==> config.mk <==
export PLATFORM = sky130hd
export DESIGN_NAME = pipe_stage_chain
export DESIGN_NICKNAME = d
export VERILOG_FILES = /design/src/rtl/pipe_stage_chain.sv
export SDC_FILE = /design/constraint.sdc
export NUM_CORES = 1
export LEC_CHECK = 0
export ABC_AREA = 1
export CAP_MARGIN = 10
export CORE_AREA = 2 2 152 154
export CTS_CLUSTER_DIAMETER = 80
export DETAILED_ROUTE_END_ITERATION = 8
export DIE_AREA = 0 0 154 156
export GPL_ROUTABILITY_DRIVEN = 0
export PLACE_DENSITY = 0.72
export SLEW_MARGIN = 20
export SYNTH_ARGS = -nofsm -noshare
export SYNTH_HDL_FRONTEND = slang
export SYNTH_SLANG_ARGS = --single-unit
==> constraint.sdc <==
create_clock -name clk -period 7.7 [get_ports clk]
set_input_delay 1.155 -clock clk [delete_from_list [all_inputs] [get_ports clk]]
set_output_delay 1.155 -clock clk [all_outputs]
set_load 0.005 [all_outputs]
==> src/rtl/pipe_stage_chain.sv <==
// pipe_stage_chain: parametrised chain of pipeline registers with
// per-stage stall, bubble insertion, flush and multicycle sideband.
// Ports:
//   clk, rst        clock (rising edge), async active-high reset
//   stall           [STAGES:0] stall[k] stops position k
//   flush           [STAGES-1:0] kill stage k contents
//   in_valid/in_data stage-0 input
//   side_i          per-stage sideband returned by consumer (slice k)
//   out_valid       per-stage valid
//   out_data        per-stage payload (slice k)
//   side_o          per-stage held sideband (slice k)
//   bubble_cnt      saturating count of last-stage bubbles
module pipe_stage_chain #(
    parameter int                STAGES     = 2,
    parameter int                DATA_W     = 32,
    parameter int                SIDE_W     = 66,
    parameter logic [DATA_W-1:0] BUBBLE_VAL = '0,
    parameter bit                SIDE_FLUSH = 1'b1,
    parameter int                CNT_W      = 16
) (
    input  logic                     clk,
    input  logic                     rst,
    input  logic [STAGES:0]          stall,
    input  logic [STAGES-1:0]        flush,
    input  logic                     in_valid,
    input  logic [DATA_W-1:0]        in_data,
    input  logic [STAGES*SIDE_W-1:0] side_i,
    output logic [STAGES-1:0]        out_valid,
    output logic [STAGES*DATA_W-1:0] out_data,
    output logic [STAGES*SIDE_W-1:0] side_o,
    output logic [CNT_W-1:0]         bubble_cnt
);

    for (genvar k = 0; k < STAGES; k++) begin : g_stage
        logic              in_v;
        logic [DATA_W-1:0] in_d;
        logic              valid_q, valid_d;
        logic [DATA_W-1:0] data_q, data_d;
        logic [SIDE_W-1:0] side_q, side_d;

        if (k == 0) begin : g_head
            assign in_v = in_valid;
            assign in_d = in_data;
        end else begin : g_link
            assign in_v = out_valid[k-1];
            assign in_d = out_data[(k-1)*DATA_W +: DATA_W];
        end

        // Priority: flush, advance, bubble, hold.
        always_comb begin
            valid_d = valid_q;
            data_d  = data_q;
            side_d  = side_q;
            if (flush[k]) begin
                valid_d = 1'b0;
                data_d  = BUBBLE_VAL;
                if (SIDE_FLUSH) begin
                    side_d = '0;
                end
            end else if (!stall[k]) begin
                valid_d = in_v;
                data_d  = in_d;
                side_d  = '0;
            end else if (!stall[k+1]) begin
                valid_d = 1'b0;
                data_d  = BUBBLE_VAL;
                side_d  = side_i[k*SIDE_W +: SIDE_W];
            end else begin
                side_d  = side_i[k*SIDE_W +: SIDE_W];
            end
        end

        always_ff @(posedge clk or posedge rst) begin
            if (rst) begin
                valid_q <= 1'b0;
                data_q  <= BUBBLE_VAL;
                side_q  <= '0;
            end else begin
                valid_q <= valid_d;
                data_q  <= data_d;
                side_q  <= side_d;
            end
        end

        assign out_valid[k]                = valid_q;
        assign out_data[k*DATA_W +: DATA_W] = data_q;
        assign side_o[k*SIDE_W +: SIDE_W]   = side_q;
    end

    logic             last_bubble;
    logic [CNT_W-1:0] cnt_q, cnt_d;

    // Last stage takes the bubble rule only when it is not flushed.
    assign last_bubble = !flush[STAGES-1] && stall[STAGES-1]
                         && !stall[STAGES];

    always_comb begin
        cnt_d = cnt_q;
        if (last_bubble && (cnt_q != '1)) begin
            cnt_d = cnt_q + CNT_W'(1);
        end
    end

    always_ff @(posedge clk or posedge rst) begin
        if (rst) begin
            cnt_q <= '0;
        end else begin
            cnt_q <= cnt_d;
        end
    end

    assign bubble_cnt = cnt_q;

endmodule
Word level (Yosys, flattened, before mapping):

Index checks and enable logic that the tools add are counted.

* mux-type cells: 16
* reduce and logical (&&, ||, !) cells: 5
* eq/ne operators: 3
* add/subtract/negate cells: 1

Operator list (number)
* two-way mux 66 bit: 4
* two-way mux 32 bit: 6
* adder 16 x 1 -> 16 bit (second input constant): 1
* inequality test 16 bit (second input constant): 1
* two-way mux 1 bit: 6
* inequality test 3 x 2 -> 1 bit (second input constant): 2
* logical AND 1 bit: 3
* zero test 1 bit: 2

* output and inout bits: 214
* flip-flop bits (word level): 214
* input port bits: 172
* logic and storage cells: 32

Logic depth before layout (Yosys ltp):

Gate-level depths: netlist of the first run.

* word-level depth: 4
* gate-level depth with buffers: 9

Worst setup path after synthesis of the first run:

No wires, ideal clock.

* kind: input port to flip-flop
* start point: input port stall[1]
* end point: register cnt_q[14] (netlist: bubble_cnt[14])
* arrival: 1.858 ns
* stages on the path: 8
* library setup time: 0.117 ns
* data required time: 7.583 ns
* path buffers: 1
* path slack: 5.726 ns
* cells stage by stage: buf_2 -> nand3_2 -> inv_2 -> nand2_1 -> nor2_1 -> nand2_1 -> nand2_1 -> nand2_1

* word-level cells in the longest chain between the ends: 3

Ends and longest elaborated chain
* start, declared: RTL line 23 `input logic [STAGES:0] stall,`
* logical AND 1 bit: RTL line 94 `assign last_bubble = !flush[STAGES-1] && stall[STAGES-1]`
* logical AND 1 bit: RTL line 95 `&& !stall[STAGES];`
* logical AND 1 bit: RTL line 99 `if (last_bubble && (cnt_q != '1)) begin`
* end signal, assigned: RTL line 108 `cnt_q <= cnt_d;`
* end, declared: RTL line 91 `logic [CNT_W-1:0] cnt_q, cnt_d;`

No other way between the ends.
A chain may end at the register's enable or synchronous reset.

Worst setup path in the final report of the first run:

* start point: register cnt_q[2] (netlist: bubble_cnt[2])
* end point: output port bubble_cnt[2]

RTL lines
* end, declared: RTL line 31 `output logic [CNT_W-1:0] bubble_cnt`

No word-level cell between the ends.

==> out/qor.txt, run 1 <==
Ratio of final minimum period to clock period - 35.3%
Non-filler cells, final - 1494
Initial core utilization - 35.8%
Top delay family on crit path - buffers and inverters
Initial DRC count - 394
Worst Hold Class - reg2reg
Slew margin rel. - 40.5%
FF-to-FF setup slack - 6.06 ns
Clock power frac - 43.8%
Final nets - 1365
Worst r2r path cells - 8
Final Hold Fails - 0
Post-synth top flop - dfrtp_1
Setup crit start - bubble_cnt[2]
Async SR Flop Fraction - 100%
Yosys reg bits - 214
Synth Instances - 818
H-tree Lvls - 1
Final ANT Viol Nets - 0
Critical Path End - bubble_cnt[2]
Seq/Total Area, Yosys - 67.0%
Worst setup EP type - output pin
CTS buffer count - 24
GR Overflow Total - 0
Gr usage total - 19.9%
Reg area - 0.00536 mm2
Clock Latency Late Sink - 0.52 ns
Endpoints failing setup - 0
Crit path largest cell delay - 0.57 ns
Full die area - 0.0240 mm2
Req. time, crit path - 6.55 ns
Post-DP Area - 0.0121 mm2
Initial antenna violation count - 2
Startpoint type of the worst setup path - flop
Combinational power share - 12.0%
Crit-path cells - clkdlybuf4s50_1
# DRC - 0
Avg WL per Cell - 16.4 um
Crit path max-delay cell type - clkdlybuf4s50_1
Chip height - 156 um
Worst reg2reg path startpoint - bubble_cnt[0]
Logic depth of the worst path, buffers included - 1
CTS Hold Bufs - 0
P&R area growth vs syn - 61.2%
Fin crit period - 2.72 ns
Critical Path Fanout Max - 5
CTS Buffer Depth - 3
Fin Setup TNS - 0 ns
R2R Path End - bubble_cnt[3]
Max VDD drop - 0.138 mV
Vias/cell - 4.55
Internal power - 0.00210 W
Ant diodes - 0
Synth unique cells - 26
Buf/Inv on CP - 1
# port buffers - 385
# IOs - 386
Global-route wire length before repair - 37600 um
Power per cell area - 211 mW/mm2
Via count - 6799
Hpwl dp - 17300 um
Top-count cell post-synth - dfrtp_1
CTS resizes - 0
Leak - 5.94 nW
Multi-input gate area - 0.00198 mm2
Die width - 154 um
Area share of the largest cell type after synthesis - 67.0%
Average size of a mapped cell - 9.78 um2
Core box area - 0.0224 mm2
Slew @ Worst Pin - 0.892 ns
RSZ-0062 raised after global routing - no
Commonest cells post-synth - dfrtp_1 (214), nand2_1 (184), nor2_1 (143)
Mapped Area - 0.00800 mm2
Pin count of the biggest net entering global routing - 145
Sequential fraction of design power - 44.2%
Finished Cell Area - 0.0129 mm2
CTS tree - built
Syn_nets - 991
Dpl cells - 1451
Post-CTS setup buffer count - 0
Slew Limit Fails - 0
Synthesis warning total - 0
Number of global-route vias before repair - 6911
WL final - 24400 um
Fmax achieved - 368 MHz
Worst Path Arrival - 1.56 ns
Switching Share - 22.8%
Max_cap viols - 0
# fillers - 1904
Site row count - 55
Fraction of layout instances using a drive strength above 1 - 5.79%
Synth area leader - dfrtp_1
Num Clock Sinks - 214
Status - finished clean
Crit Path Class - reg2out
Root buf cell - clkbuf_16
Post-synth EDFFs - 0
Psw - 0.000619 W
Reg clk slew, reported paths - 0.06 ns
Drt pass-1 iters - 5
Setup Skew - 0.00830 ns
Top cells by area, synth - dfrtp_1 (67%), nand2_1 (8.6%), nor2_1 (6.7%)
power by group through the flow:
| stage | combinational [W] | sequential [W] | clock (W) |
|---|---|---|---|
| global placement | 0.000327 | 0.00122 | 0 |
| floorplan | 0.000106 | 0.00122 | 0 |
| global route | 0.000358 | 0.00121 | 0.00126 |
| CTS | 0.000332 | 0.00120 | 0.00122 |
| finish | 0.000327 | 0.00120 | 0.00119 |
| detailed placement | 0.000331 | 0.00122 | 0 |
layer usage:
metal	part of all wire [%]	vias up	GRT usage, %	wire (um)
met5	0.11	-	0	26
met4	3.0	4	6.63	725
met3	10	56	7.03	2440
met2	49	290	33.8	12000
met1	38	3198	23.8	9230
li1	-	3251	-	-
area by class of cell:
type | count | share of cell area [%]
Inverter | 120 | 3.59
Clock buffer | 35 | 5.53
Clock inverter | 8 | 0.941
Multi-Input combinational cell | 438 | 15.4
Tap cell | 285 | 2.77
Sequential cell | 214 | 41.5
Timing Repair Buffer | 394 | 30.3
layout by cell type (no fill, tap or decap), drive strengths merged, types with 2 or more instances in the layout:
cell type and n:
or2 2, nand3 13, nand4 7, inv 120, nand2 188, o21ai 2
clkdlybuf4s50 381, dfrtp 214, buf 13, clkinv 5, nor2 148, clkbuf 35
o22ai 66, xnor2 4, bufinv 3, nand3b 5
sequential cells by signal, summed over array words and instances, names as in the netlist:
signal and count:
bubble_cnt 16, g_stage.data_q 64, g_stage.side_q 132, g_stage.valid_q 2
kinds of logic (layout without fill, tap and decap cells):
group,Yosys count,in the layout,synth area share (%)
adders and majority gates,1,1,0.156
buffers and inverters,166,557,8.28
DFF,214,214,67.0
and+or+nand+nor,364,364,18.8
AOI/OAI and AO/OA,68,68,5.29
xor gates and xnor gates,5,5,0.548
metrics by stage:
stage / hold WS [ns] / util [%] / total power, W / setup WS [ns]
after global placement: 0.520 / 53.9 / 0.00155 / 4.29
final: 0.535 / 57.6 / 0.00272 / 4.98
after CTS: 0.541 / 57.6 / 0.00276 / 4.81
after floorplan: 0.503 / - / 0.00133 / 0.694
after global routing: 0.560 / 57.6 / 0.00283 / 4.74
after detailed placement: 0.532 / 53.9 / 0.00155 / 4.25
how the worst min path moves through the flow:
stage	cells past startpoint	start	slack, ns	to
after floorplan	2	bubble_cnt[15]	0.50	bubble_cnt[15]
after global placement	2	bubble_cnt[15]	0.52	bubble_cnt[15]
after detailed placement	2	g_stage[1].data_q[16]	0.53	g_stage[1].data_q[16]
after CTS	2	g_stage[1].data_q[30]	0.54	g_stage[1].data_q[30]
after global routing	2	g_stage[1].data_q[8]	0.56	g_stage[1].data_q[8]
final	2	bubble_cnt[15]	0.54	bubble_cnt[15]
(Power assumes the default switching activity.)
==> run 2: changes to the inputs <==
CORE_AREA = unset   (was 2 2 152 154)
CORE_MARGIN = 2   (was unset)
CORE_UTILIZATION = 37   (was unset)
DIE_AREA = unset   (was 0 0 154 156)
PLACE_DENSITY = 0.77   (was 0.72)
clock period = 2.25 ns   (was 7.7 ns; I/O delays follow)
==> run 2 against run 1 <==
  * Sequential share of layout area grew 0.23 points
  * Combinational power grew to 3.5 times the previous value
  * Sequential cell count is the same
  * Sequential power grew to 3.4 times the previous value
  * Core utilization grew 3.2 points
  * Hold slack lost 0.49 ns
  * Clock-buffer cell count shrank 3
  * Setup slack lost 4.6 ns
  * Clock power grew to 3.0 times the previous value
  * Clock skew grew 0.0013 ns
  * Final area shrank 0.54%
==> out/qor.txt, run 2 (synthesis gave the netlist of run 1 again) <==
Status - finished clean (unchanged)
Most frequent cells in the layout - clkdlybuf4s50_1 (381), dfrtp_1 (214), nand2_1 (184) (unchanged)
Reg area - 0.00536 mm2 (unchanged)
Global-route wire length before repair - 37100 um (was 37600 um)
Crit Path Class - reg2out (unchanged)
Placement Setup Slack - 0.591 ns (was 4.25 ns)
FF-to-FF setup slack - 0.66 ns (was 6.06 ns)
Final nets - 1368 (was 1365)
Hpwl dp - 17900 um (was 17300 um)
Ratio of final minimum period to clock period - 84.0%
Reg clk slew, reported paths - 0.06 ns (about the same)
Leak - 5.91 nW (was 5.94 nW)
Post-CTS setup buffer count - 0 (unchanged)
Req. time, crit path - 1.91 ns (was 6.55 ns)
Crit path largest cell delay - 0.57 ns (about the same)
Pin count of the biggest net entering global routing - 87 (was 145)
Max VDD drop - 0.618 mV (was 0.138 mV)
Multi-input gate area - 0.00198 mm2 (unchanged)
R2R Path End - bubble_cnt[13] (was bubble_cnt[3])
Switching Share - 23.7% (was 22.8%)
Initial core utilization - 37.9% (was 35.8%)
CTS resizes - 0 (unchanged)
WL final - 24500 um (was 24400 um)
Combinational power share - 12.8% (was 12.0%)
# IOs - 386 (unchanged)
Crit-path cells - clkdlybuf4s50_1 (unchanged)
Fraction of layout instances using a drive strength above 1 - 5.96% (was 5.79%)
GR Overflow Total - 0 (unchanged)
Buf/Inv on CP - 1 (unchanged)
Fin crit period - 1.89 ns
Slew @ Worst Pin - 0.696 ns (was 0.892 ns)
Via count - 6749 (was 6799)
Final ANT Viol Nets - 0 (unchanged)
Final Hold Fails - 0 (unchanged)
Critical Path End - bubble_cnt[2] (unchanged)
Setup crit start - bubble_cnt[2] (unchanged)
Non-filler cells, final - 1484 (was 1494)
Sequential fraction of design power - 46.5% (was 44.2%)
Slew Limit Fails - 0 (unchanged)
Slew margin rel. - 53.6% (was 40.5%)
Internal power - 0.00675 W (was 0.00210 W)
Worst r2r path cells - 8 (unchanged)
Initial DRC count - 353 (was 394)
Worst Path Arrival - 1.55 ns (was 1.56 ns)
Commonest non-fill, non-tap cell in the layout - clkdlybuf4s50_1 (unchanged)
Final core occ - 60.8% (was 57.6%)
H-tree Lvls - 1 (unchanged)
Site row count - 53 (was 55)
Num Clock Sinks - 214 (unchanged)
Setup Skew - 0.00958 ns (was 0.00830 ns)
Full die area - 0.0228 mm2 (was 0.0240 mm2)
Avg WL per Cell - 16.5 um (was 16.4 um)
Logic depth of the worst path, buffers included - 1 (unchanged)
Top delay family on crit path - buffers and inverters (unchanged)
CTS Buffer Depth - 3 (unchanged)
Finished Cell Area - 0.0128 mm2 (was 0.0129 mm2)
Vias/cell - 4.55 (about the same)
CTS buffer count - 24 (unchanged)
P&R area growth vs syn - 60.3% (was 61.2%)
Ant diodes - 0 (unchanged)
Dpl cells - 1444 (was 1451)
Max reg flops - 132 (unchanged)
Endpoints failing setup - 0 (unchanged)
Crit path max-delay cell type - clkdlybuf4s50_1 (unchanged)
Drt pass-1 iters - 6 (was 5)
Max_cap viols - 0 (unchanged)
RSZ-0062 raised after global routing - no (unchanged)
Worst setup EP type - output pin (unchanged)
CTS Hold Bufs - 0 (unchanged)
Initial antenna violation count - 2 (unchanged)
Root buf cell - clkbuf_16 (unchanged)
Clock Latency Late Sink - 0.51 ns (was 0.52 ns)
Startpoint type of the worst setup path - flop (unchanged)
Chip height - 151 um (was 156 um)
Setup ws final - 0.359 ns (was 4.98 ns)
Largest register by flop count - g_stage.side_q (unchanged)
Clock power frac - 40.8% (was 43.8%)
Worst reg2reg path startpoint - bubble_cnt[0] (unchanged)
Number of global-route vias before repair - 6715 (was 6911)
Power per cell area - 690 mW/mm2 (was 211 mW/mm2)
Critical Path Fanout Max - 5 (unchanged)
Worst Hold Class - in2reg (was reg2reg)
# DRC - 0 (unchanged)
Design Power - 0.00884 W (was 0.00272 W)
Gr usage total - 21.1% (was 19.9%)
Fmax achieved - 529 MHz
# port buffers - 385 (unchanged)
Die width - 151 um (was 154 um)
Core box area - 0.0211 mm2 (was 0.0224 mm2)
# fillers - 1754 (was 1904)
Psw - 0.00209 W (was 0.000619 W)
CTS tree - built (unchanged)
Post-DP Area - 0.0121 mm2 (about the same)
==> run 2: how the worst min path moves through the flow <==
| stage | from | end | slack [ns] | cells past startpoint |
|---|---|---|---|---|
| after floorplan | side_i[64] | g_stage[0].side_q[64] | 0.45 | 2 |
| after global placement | bubble_cnt[15] | bubble_cnt[15] | 0.52 | 2 |
| after detailed placement | bubble_cnt[15] | bubble_cnt[15] | 0.53 | 2 |
| after CTS | flush[1] | g_stage[1].side_q[23] | 0.02 | 2 |
| after global routing | flush[1] | g_stage[1].side_q[23] | 0.05 | 2 |
| final | flush[1] | g_stage[1].side_q[23] | 0.04 | 2 |
==> run 2: power groups by stage <==
stage	Combinational, W	Clock, W	Sequential, W
after floorplan	0.000363	0	0.00419
after global placement	0.00113	0	0.00417
after detailed placement	0.00114	0	0.00418
after CTS	0.00115	0.00369	0.00411
after global routing	0.00124	0.00387	0.00412
final	0.00113	0.00360	0.00411
==> run 2: area by class of cell <==
type / count / area share (%)
sequential: 214 / 41.8
timing repair buffer: 397 / 30.9
multi-input combinational: 438 / 15.4
clock buffer: 32 / 5.23
inverter: 120 / 3.54
tap: 275 / 2.68
clock inverter: 8 / 0.429
==> run 2: metal layers <==
layer | up-vias | GRT usage [%] | share of wire, %
met5 | - | 0 | 0.098
met4 | 4 | 7.24 | 3.7
met3 | 50 | 5.84 | 8.1
met2 | 254 | 36.4 | 50
met1 | 3195 | 25.5 | 38
li1 | 3246 | - | -
==> run 2: metrics by stage <==
step           hold slack, ns  setup TNS (ns)
4_1_cts                0.0169               0
5_1_grt                0.0505               0
2_1_floorplan           0.445         -186.53
3_5_place_dp            0.530               0
3_3_place_gp            0.523               0
6_report               0.0430               0
